File: src/rtl/spi_ram_controller_pkg.sv
// ---------------------------------------------------------------------------
// spi_ram_controller_pkg
// Shared definitions for the SPI SRAM master: command opcodes, FSM state
// encodings and the byte-order helper used for the little-endian data field.
// ---------------------------------------------------------------------------
package spi_ram_controller_pkg;

  localparam logic [7:0] SPI_CMD_READ  = 8'h03;
  localparam logic [7:0] SPI_CMD_WRITE = 8'h02;

  typedef enum logic [1:0] {
    ST_IDLE     = 2'd0,
    ST_SELECT   = 2'd1,
    ST_SHIFT    = 2'd2,
    ST_DESELECT = 2'd3
  } state_t;

  // The data word travels byte 0 first, each byte MSB first. Reversing the
  // byte order turns that into a plain MSB-first 32-bit field, and the same
  // swap maps the MSB-first receive shifter back onto rdata.
  function automatic logic [31:0] byte_swap(input logic [31:0] w);
    return {w[7:0], w[15:8], w[23:16], w[31:24]};
  endfunction

endpackage

File: src/rtl/spi_ram_controller.sv
// ---------------------------------------------------------------------------
// spi_ram_controller
// Single-clock SPI master performing 32-bit word reads (03h) and writes (02h)
// against an SPI SRAM with 24-bit addressing. One chip-select frame per
// request: 8 command bits, 24 address bits, 32 data bits. SPI clock = clk/2.
//
// Ports
//   clk, rst        system clock, asynchronous active-high reset
//   start           request strobe, accepted only while busy is low
//   is_write        1 = write, 0 = read (sampled with start)
//   addr[23:0]      byte address (sampled with start)
//   wdata[31:0]     write word (sampled with start)
//   busy            high from the cycle after acceptance through the done cycle
//   done            one-cycle completion pulse
//   rdata[31:0]     last read word, valid from done
//   spi_clk         SPI clock, idle low
//   spi_mosi        serial data to RAM
//   spi_select      active-low chip select
//   spi_miso        serial data from RAM
// ---------------------------------------------------------------------------
module spi_ram_controller
  import spi_ram_controller_pkg::*;
#(
  parameter int unsigned DESELECT_CYCLES = 2
) (
  input  logic        clk,
  input  logic        rst,
  input  logic        start,
  input  logic        is_write,
  input  logic [23:0] addr,
  input  logic [31:0] wdata,
  output logic        busy,
  output logic        done,
  output logic [31:0] rdata,
  output logic        spi_clk,
  output logic        spi_mosi,
  output logic        spi_select,
  input  logic        spi_miso
);

  localparam int unsigned DCW = (DESELECT_CYCLES > 1) ? $clog2(DESELECT_CYCLES) : 1;
  localparam logic [DCW-1:0] DC_LAST = DCW'(DESELECT_CYCLES - 1);

  state_t         state_q, state_d;
  logic [5:0]     cnt_q, cnt_d;
  logic           phase_q, phase_d;       // 0 = low phase, 1 = high phase
  logic [DCW-1:0] dcnt_q, dcnt_d;
  logic           is_wr_q, is_wr_d;
  logic           busy_q, busy_d;
  logic           done_q, done_d;
  logic [31:0]    rdata_q, rdata_d;
  logic           sclk_q, sclk_d;
  logic           mosi_q, mosi_d;
  logic           sel_q, sel_d;
  logic [63:0]    tx_q, tx_d;             // tx_q[63] is the bit on the wire
  logic [31:0]    rx_q, rx_d;

  // -------------------------------------------------------------------------
  // Next-state and output logic
  // -------------------------------------------------------------------------
  always_comb begin
    state_d = state_q;
    cnt_d   = cnt_q;
    phase_d = phase_q;
    dcnt_d  = dcnt_q;
    is_wr_d = is_wr_q;
    busy_d  = busy_q;
    done_d  = 1'b0;
    rdata_d = rdata_q;
    sclk_d  = sclk_q;
    mosi_d  = mosi_q;
    sel_d   = sel_q;
    tx_d    = tx_q;
    rx_d    = rx_q;

    unique case (state_q)
      ST_IDLE: begin
        // busy stays up for the cycle in which done is visible, so a start
        // arriving alongside done is ignored and the next one is taken in
        // the following cycle.
        if (busy_q) begin
          busy_d = 1'b0;
        end else if (start) begin
          state_d = ST_SELECT;
          busy_d  = 1'b1;
          sel_d   = 1'b0;
          is_wr_d = is_write;
          tx_d    = {(is_write ? SPI_CMD_WRITE : SPI_CMD_READ), addr,
                     (is_write ? byte_swap(wdata) : 32'h0)};
        end
      end

      ST_SELECT: begin
        state_d = ST_SHIFT;
        phase_d = 1'b0;
        cnt_d   = 6'd0;
        mosi_d  = tx_q[63];
      end

      ST_SHIFT: begin
        if (!phase_q) begin
          phase_d = 1'b1;
          sclk_d  = 1'b1;
        end else begin
          // End of high phase: sample miso, move to the next bit.
          phase_d = 1'b0;
          sclk_d  = 1'b0;
          cnt_d   = cnt_q + 6'd1;
          tx_d    = {tx_q[62:0], 1'b0};
          if (!is_wr_q && cnt_q[5]) begin
            rx_d = {rx_q[30:0], spi_miso};
          end
          if (cnt_q == 6'd63) begin
            state_d = ST_DESELECT;
            sel_d   = 1'b1;
            mosi_d  = 1'b0;
            dcnt_d  = '0;
          end else begin
            mosi_d  = tx_q[62];
          end
        end
      end

      ST_DESELECT: begin
        if (dcnt_q == DC_LAST) begin
          state_d = ST_IDLE;
          done_d  = 1'b1;
          if (!is_wr_q) begin
            rdata_d = byte_swap(rx_q);
          end
        end else begin
          dcnt_d = dcnt_q + 1'b1;
        end
      end

      default: state_d = ST_IDLE;
    endcase
  end

  // -------------------------------------------------------------------------
  // Control and output registers
  // -------------------------------------------------------------------------
  always_ff @(posedge clk or posedge rst) begin
    if (rst) begin
      state_q <= ST_IDLE;
      cnt_q   <= 6'd0;
      phase_q <= 1'b0;
      dcnt_q  <= '0;
      is_wr_q <= 1'b0;
      busy_q  <= 1'b0;
      done_q  <= 1'b0;
      rdata_q <= 32'h0;
      sclk_q  <= 1'b0;
      mosi_q  <= 1'b0;
      sel_q   <= 1'b1;
    end else begin
      state_q <= state_d;
      cnt_q   <= cnt_d;
      phase_q <= phase_d;
      dcnt_q  <= dcnt_d;
      is_wr_q <= is_wr_d;
      busy_q  <= busy_d;
      done_q  <= done_d;
      rdata_q <= rdata_d;
      sclk_q  <= sclk_d;
      mosi_q  <= mosi_d;
      sel_q   <= sel_d;
    end
  end

  // -------------------------------------------------------------------------
  // Shift registers (always loaded before use, so no reset)
  // -------------------------------------------------------------------------
  always_ff @(posedge clk) begin
    tx_q <= tx_d;
    rx_q <= rx_d;
  end

  assign busy       = busy_q;
  assign done       = done_q;
  assign rdata      = rdata_q;
  assign spi_clk    = sclk_q;
  assign spi_mosi   = mosi_q;
  assign spi_select = sel_q;

endmodule

File: config.mk
export PLATFORM = sky130hd
export DESIGN_NAME = spi_ram_controller
export DESIGN_NICKNAME = d
export VERILOG_FILES = /design/src/rtl/spi_ram_controller_pkg.sv /design/src/rtl/spi_ram_controller.sv
export SDC_FILE = /design/constraint.sdc
export NUM_CORES = 1
export LEC_CHECK = 0
export CAP_MARGIN = 20
export CORE_MARGIN = 1.5
export CORE_UTILIZATION = 55
export CTS_BUF_LIST = sky130_fd_sc_hd__clkbuf_4
export DETAILED_ROUTE_END_ITERATION = 7
export PLACE_DENSITY = 0.91
export SLEW_MARGIN = 20
export SYNTH_ARGS = -nofsm -noshare
export SYNTH_HDL_FRONTEND = slang
export SYNTH_SLANG_ARGS = --single-unit
File: constraint.sdc
create_clock -name clk -period 4.66 [get_ports clk]
set_input_delay 0.932 -clock clk [delete_from_list [all_inputs] [get_ports clk]]
set_output_delay 0.932 -clock clk [all_outputs]
set_load 0.02 [all_outputs]
## Word level (Yosys, flattened, before mapping)

Cells that the tools add are included.

- $add $sub $neg: 2
- Equality and inequality tests: 9
- Muxes and demuxes: 32
- Bitwise logic cells: 2
- Reductions and logical operators: 14

Operators with widths:

| operator | number |
|---|---|
| $mux W64 | 3 |
| $pmux W64 S2 | 1 |
| $mux W32 | 1 |
| $mux W1 | 15 |
| $pmux W6 S2 | 1 |
| $reduce_and A3 Y1 | 4 |
| $mux W2 | 5 |
| $ne A2 B2 Y1 const B | 5 |
| $reduce_and A5 Y1 | 2 |
| $pmux W1 S2 | 4 |
| $pmux W2 S4 | 1 |
| $add A6 B1 Y6 const B | 1 |
| $eq A6 B6 Y1 const B | 1 |
| $mux W6 | 1 |
| $reduce_bool A2 Y1 | 3 |
| $eq A2 B2 Y1 const B | 2 |
| $reduce_and A4 Y1 | 1 |
| $eq A2 B1 Y1 const B | 1 |
| $logic_not A2 Y1 | 1 |
| $not A1 Y1 | 2 |
| $reduce_and A2 Y1 | 1 |
| $add A1 B1 Y1 const B | 1 |
| $logic_and A1 B1 Y1 | 1 |
| $logic_not A1 Y1 | 1 |

- Register bits after elaboration: 144
- Input port bits: 61
- Output and inout bits: 37
- Logic and storage cells: 72

## Depth between registers and ports, before layout

Gate-level depths: netlist of the first run.

- Depth in word-level cells: 4
- Mapped depth: 8
- Depth with buffers taken out: 6

## Least setup slack after synthesis of the first run

No wires, ideal clock.

- Kind: input -> register
- Start point: input port start
- End point: register tx_q[0] (enable)
- Library setup time: 0.481 ns
- Arrival: 3.727 ns
- Data required time: 4.179 ns
- Path slack: 0.452 ns
- Stages on the path: 2
- Path buffers: 0
- Cells stage by stage: nand2b_1 > a211oi_2

- Longest elaborated chain between the ends: 2

Ends and longest elaborated chain:

| item | RTL line | text |
|---|---|---|
| start: declaration | spi_ram_controller.sv:28 | `input logic start,` |
| $ne A2 B2 Y1 (no line) | n/a |  |
| $reduce_and A4 Y1 (no line) | n/a |  |
| end signal: assignment | spi_ram_controller.sv:175 | `tx_q <= tx_d;` |
| end: declaration | spi_ram_controller.sv:55 | `logic [63:0] tx_q, tx_d;` |

Every way passes these cells.
A chain may end at the register's enable or synchronous reset.

## Worst setup path in the final report of the first run

- Start point: register state_q[0]
- End point: register tx_q[23] (enable)

- Longest elaborated chain between the ends: 3
- Elaborated cells between the ends (all ways): 7
- Classes of those cells: eq/ne (4); reduce/logical (3)

Ends and longest elaborated chain:

| item | RTL line | text |
|---|---|---|
| start: declaration | spi_ram_controller.sv:44 | `state_t state_q, state_d;` |
| start signal: assignment | spi_ram_controller.sv:157 | `state_q <= state_d;` |
| $eq A2 B2 Y1 or $logic_not A2 Y1 (tied branches) | spi_ram_controller.sv:76 | `unique case (state_q)` |
| $ne A2 B2 Y1 (no line) or $reduce_bool A2 Y1 (tied branches) | n/a |  |
| $reduce_and A4 Y1 (no line) (*) | n/a |  |

Every way passes the cells marked *; elsewhere a longest branch is shown, timed or not.

==> run metrics, run 1 <==
outcome finished clean; post-layout instance area 0.00711 mm^2; vias in the first global route 3247; Avg WL per Cell 17.5 um; Sink Count 144; Async SR Flop Fraction 0.333; Cell Rows 37; drt total wl 10100 um; DR iter-0 viols 149; die area 0.0110 mm^2; LEAKAGE 2.85 nW; total gr overflow 0; clock skew 0.0176 ns; worst min path class flip-flop to flip-flop; number of detailed-route iterations in the first pass 4; setup ws final 2.04 ns; post-CTS setup buffer count 0; pin count of the biggest net entering global routing 67; Post-CTS Resized 0; kind of critical path flip-flop to flip-flop; DR vias/cell 5.37; Seq/Total Area, Yosys 0.713; Startpoint Class flip-flop; Cell Pwr Density 318 mW/mm^2; Synth-to-Final Area Change 24.0%; Tmin final 2.62 ns; most instantiated library cell after synthesis edfxtp_1; max-cap viol count 0; Fill cells 672; Post-DP HPWL 6760 um; effective utilization at floorplan 0.560; total number of yosys warnings 0; antenna diode count 0; share of layout cells above drive strength 1 0.236; Die W 105 um; post-synth top area cell edfxtp_1; IO Count 98; pre-CTS WS 1.78 ns; syn_nets 390; worst-skew pair later-pin latency 0.51 ns; top_reg_cell synth edfxtp_1; Avg Synthesized Cell Area 17.7 um^2; DR DRC count 0; via count 3092; #FFs+latches synth 144; hold_buf cts 0; synth unique cells 38; CP max stage cell buf_4; slowest cell delay on critical path 0.65 ns; critical path, cell by cell inv_1 > ha_2 > nor2_1 > a211oi_4 > buf_4; Netlist Area Pre-Place 0.00573 mm^2; Slew Viols, Final 0; area post-placement 0.00678 mm^2; Num CTS Buffers 17; final worst hold slack 0.460 ns; EDFF count, synth 96; IO Port Bufs 97; first-pass GRT wire length 16500 um; Worst slew margin 0.441; GRT Overall Usage 0.195; worst vdd ir 184 uV; family with the most delay on the worst path buffers and inverters; Final Cycle Share 0.563; CTS tree done; clock buffer depth 2; post-layout util 0.695; final hold violations 0; RSZ-0062 raised after global routing false; CORE AREA 0.0102 mm^2; Critical Path AT 2.76 ns; antenna violations before repair 0; H-tree depth 4; Mapped Cells 324; crit end category flip-flop; Root Driver clkbuf_4; ranking of synthesized cells by area edfxtp_1 (50%), dfrtp_1 (21%), mux2_4 (8.1%), mux2_2 (5.3%), a22o_1 (4.6%); maximum clock rate 381 MHz; Die Y 105 um; Final TNS setup 0 ns; Worst Max-Slew Pin Slew 0.838 ns; Post-synth top cells edfxtp_1 (96), dfrtp_1 (47), mux2_4 (31); Worst-path clk slew 0.14 ns; Final ANT Viol Nets 0; Placer Congestion 0.816; worst path required time 4.80 ns; top-area cell type share of the netlist area 0.503; buffers and inverters on the worst path 2; fin nets 493; final number of setup-violating endpoints 0; CP Max Fanout 66
-- cell usage in the layout (no fill, tap or decap), drive strengths merged, types with 4 or more instances in the layout --
| cell | netlist | layout |
|---|---|---|
| a21oi | 6 | 6 |
| a22o | 30 | 30 |
| and2 | 9 | 9 |
| clkbuf | 2 | 17 |
| clkdlybuf4s50 | 0 | 97 |
| dfrtp | 47 | 47 |
| edfxtp | 96 | 96 |
| ha | 5 | 5 |
| inv | 9 | 18 |
| mux2 | 58 | 58 |
| nand2 | 11 | 11 |
| nand2b | 4 | 4 |
| nor2 | 4 | 4 |
| o21ai | 7 | 7 |
-- layer usage --
metal,up-vias,part of all wire,global-route usage
li1,1433,-,-
met1,1529,0.45,0.265
met2,120,0.49,0.303
met3,10,0.056,0.0524
met4,0,0.011,0.0744
met5,-,0,0
-- logic make-up (layout without fill, tap and decap cells) --
family                   after synthesis  count (layout)  synth area share
AO/OA/AOI/OAI                         49              49            0.0679
flip-flops                           144             144             0.713
XOR/XNOR                               2               2           0.00306
AND/OR/NAND/NOR                       38              38            0.0364
adder cells (fa/ha/maj)                5               5            0.0109
buffers and inverters                 25             141            0.0297
multiplexers                          61              61             0.139
-- path summary, 6_finish.rpt --
kind | cells after the start | slack, ns | start | to
worst max-delay path | 5 | 2.04 | state_q[0]$_DFFE_PP0P_ | tx_q[23]$_DFFE_PP_
worst min-delay path | 0 | 0.46 | rx_q[5]$_DFFE_PP_ | rx_q[6]$_DFFE_PP_
worst max register to register | 5 | 2.04 | state_q[0]$_DFFE_PP0P_ | tx_q[23]$_DFFE_PP_
worst min register to register | 0 | 0.46 | rx_q[5]$_DFFE_PP_ | rx_q[6]$_DFFE_PP_
max in group asynchronous | 2 | 3.29 | rst | spi_mosi$_DFFE_PP0P_
min in group asynchronous | 2 | 0.88 | rst | rdata[7]$_DFFE_PP0P_
-- through the flow --
step | power, mW | cells
2_1_floorplan | 1.38 | 324
3_3_place_gp | 1.44 | 544
3_5_place_dp | 1.44 | 544
4_1_cts | 2.29 | 576
5_1_grt | 2.34 | 576
6_report | 2.26 | 576
-- power breakdown --
group	internal, mW	switching, mW	total [mW]
Clock	0.349	0.501	0.850
Sequential	1.35	0	1.35
Combinational	0.0443	0.0168	0.0611
-- sequential cells by signal, indices dropped and copies added, names as in the netlist --
signal	flops
rdata	32
spi_select	1
cnt_q	6
rx_q	32
busy	1
spi_mosi	1
spi_clk	1
phase_q	1
done	1
state_q	2
is_wr_q	1
dcnt_q	1
tx_q	64
-- final cells by class --
type | instances | area [um^2] | area share
sequential | 144 | 4090 | 0.575
clock inverter | 15 | 190 | 0.0268
tap | 136 | 170 | 0.0239
inverter | 9 | 35.0 | 0.00493
multi-input combinational | 155 | 1510 | 0.212
clock buffer | 17 | 128 | 0.0180
timing repair buffer | 100 | 993 | 0.140
No activity file was read; power rests on OpenSTA's default activity.
==> inputs of run 2 (changes only) <==
CORE_UTILIZATION = 49   (was 55)
PLACE_DENSITY = 0.87   (was 0.91)
clock period = 2.15 ns   (was 4.66 ns; I/O delays follow)
==> run metrics, run 2 (synthesized netlist as in run 1, its figures left out) <==
hold_buf cts 0 (unchanged); slowest cell delay on critical path 0.64 ns (was 0.65 ns); via count 3096 (was 3092); Slew Viols, Final 0 (unchanged); CP Launch Point rdata[26]$_DFFE_PP0P_ (was state_q[0]$_DFFE_PP0P_); CORE AREA 0.0114 mm^2 (was 0.0102 mm^2); number of detailed-route iterations in the first pass 4 (unchanged); worst min path class input port to async pin (was flip-flop to flip-flop); Placer Congestion 0.762 (was 0.816); maximum clock rate 507 MHz; max-cap viol count 0 (unchanged); Worst Max-Slew Pin Slew 0.466 ns (was 0.838 ns); share of layout cells above drive strength 1 0.244 (was 0.236); Psw 932 uW (was 518 uW); Cell Pwr Density 625 mW/mm^2 (was 318 mW/mm^2); vias in the first global route 3145 (was 3247); Most flops, register tx_q (unchanged); H-tree depth 4 (unchanged); Root Driver clkbuf_4 (unchanged); buffers and inverters on the worst path 1 (was 2); worst path required time 1.72 ns (was 4.80 ns); CTS tree done (unchanged); worst-skew pair later-pin latency 0.52 ns (was 0.51 ns); Synth-to-Final Area Change 24.3% (was 24.0%); CP max stage cell clkdlybuf4s50_1 (was buf_4); Avg WL per Cell 16.8 um (was 17.5 um); Die W 111 um (was 105 um); final number of setup-violating endpoints 0 (unchanged); internal power 3.53 mW (was 1.74 mW); area post-placement 0.00692 mm^2 (was 0.00678 mm^2); outcome finished clean (unchanged); combinational power share 0.031 (was 0.027); pre-CTS WS 0.0877 ns (was 1.78 ns); switching part of the total 0.209 (was 0.229); kind of critical path flip-flop to primary output (was flip-flop to flip-flop); commonest cells after routing, fill and taps aside clkdlybuf4s50_1 (96), edfxtp_1 (96), dfrtp_1 (47), mux2_4 (31), a22o_1 (30) (was clkdlybuf4s50_1 (97), edfxtp_1 (96), dfrtp_1 (47), mux2_4 (31), a22o_1 (30)); antenna violations before repair 0 (unchanged); worst vdd ir 435 uV (was 184 uV); fin nets 496 (was 493); grt peak-use layer met2 (unchanged); first-pass GRT wire length 15900 um (was 16500 um); Num CTS Buffers 17 (unchanged); met2 Usage GRT 0.246 (was 0.303); post-layout instance area 0.00713 mm^2 (was 0.00711 mm^2); final hold violations 0 (unchanged); Startpoint Class flip-flop (unchanged); Sink Count 144 (unchanged); clock skew 0.0201 ns (was 0.0176 ns); Final ANT Viol Nets 0 (unchanged); CP Max Fanout 2 (was 66); LEAKAGE 2.85 nW (about the same); DR vias/cell 5.28 (was 5.37); setup ws final 0.179 ns (was 2.04 ns); family with the most delay on the worst path buffers and inverters (unchanged); IO Port Bufs 97 (unchanged); Die Y 111 um (was 105 um); reg2reg start state_q[0]$_DFFE_PP0P_ (unchanged); post-layout util 0.624 (was 0.695); pin count of the biggest net entering global routing 68 (was 67); effective utilization at floorplan 0.502 (was 0.560); crit end category primary output (was flip-flop); final worst hold slack 0.229 ns (was 0.460 ns); Cell Rows 39 (was 37); Tmin final 1.97 ns; Final Cycle Share 0.917; max reg flops 64 (unchanged); Flop pwr share 0.656 (was 0.597); Critical Path AT 1.54 ns (was 2.76 ns); total gr overflow 0 (unchanged); global-route met1 utilization 0.226 (was 0.265); clock share of power 0.313 (was 0.376); antenna diode count 0 (unchanged); clock buffer depth 2 (unchanged); critical path, cell by cell clkdlybuf4s50_1 (was inv_1 > ha_2 > nor2_1 > a211oi_4 > buf_4); Overall Power 4.46 mW (was 2.26 mW); met3 usage 0.0590 (was 0.0524); Worst-path clk slew 0.12 ns (was 0.14 ns); die area 0.0124 mm^2 (was 0.0110 mm^2); Post-DP HPWL 6400 um (was 6760 um); Worst slew margin 0.689 (was 0.441); drt total wl 9860 um (was 10100 um); DR iter-0 viols 200 (was 149); IO Count 98 (unchanged); GRT Overall Usage 0.165 (was 0.195); DR DRC count 0 (unchanged); RSZ-0062 raised after global routing false (unchanged)
-- run 2: cell types whose count changed in the layout (fill, tap and decap cells not counted), moves of 2 or more --
cell,previous run,this run
inv_6,3,0
buf_12,0,6
inv_8,6,0
clkinv_1,0,2
clkbuf_4,17,22
ha_4,0,2
clkinv_2,1,7
buf_4,3,0
bufinv_16,2,0
-- run 2: routing by layer --
metal | routed length (um) | vias to the layer above
met5 | 0 | -
met1 | 4570 | 1530
met2 | 4570 | 117
met4 | 92 | 0
met3 | 626 | 9
li1 | - | 1440
-- run 2: worst reg2reg max path, cell delays in order (launching register included) --
cell	delay, ns
dfrtp_1	0.43
inv_2	0.12
ha_4	0.19
buf_12	0.27
inv_1	0.21
o21ai_2	0.22
mux2_4	0.32
-- run 2: what timing repair did --
action	in CTS	in global routing
setup buffers	0	0
resized for setup	1	0
setup endpoints to repair	1	0
-- run 2: cell type report --
type	count	area, um^2
fillers	828	4290
well taps	143	179
clock inverters	10	48.8
multi-input cells	155	1530
flip-flops and latches	144	4090
inverters	9	33.8
repair buffers	103	1090
clock buffers	22	165
-- run 2: path summary, 6_finish.rpt --
| path | slack (ns) | depth (start not counted) | endpoint |
|---|---|---|---|
| min | 0.23 | 2 | state_q[0]$_DFFE_PP0P_ |
| max reg2reg | 0.28 | 6 | state_q[1]$_DFFE_PP0P_ |
| max in group asynchronous | 1.39 | 3 | rdata[3]$_DFFE_PP0P_ |
| min reg2reg | 0.45 | 0 | rx_q[23]$_DFFE_PP_ |
| max | 0.18 | 1 | rdata[26] |
| min in group clk | 0.45 | 0 | rx_q[23]$_DFFE_PP_ |
-- run 2: power by group through the flow --
| stage | clock [mW] | combinational, mW | sequential (mW) |
|---|---|---|---|
| after global placement | 0 | 0.136 | 2.99 |
| after CTS | 1.45 | 0.140 | 2.93 |
| after global routing | 1.56 | 0.148 | 2.93 |
| after detailed placement | 0 | 0.139 | 2.99 |
| final | 1.39 | 0.137 | 2.93 |
| after floorplan | 0 | 0.0143 | 2.99 |
-- run 2: per-stage QoR --
stage	instances	setup TNS, ns
floorplan	324	-59.05
global placement	554	0
detailed placement	554	0
CTS	586	0
global route	586	0
finish	586	0
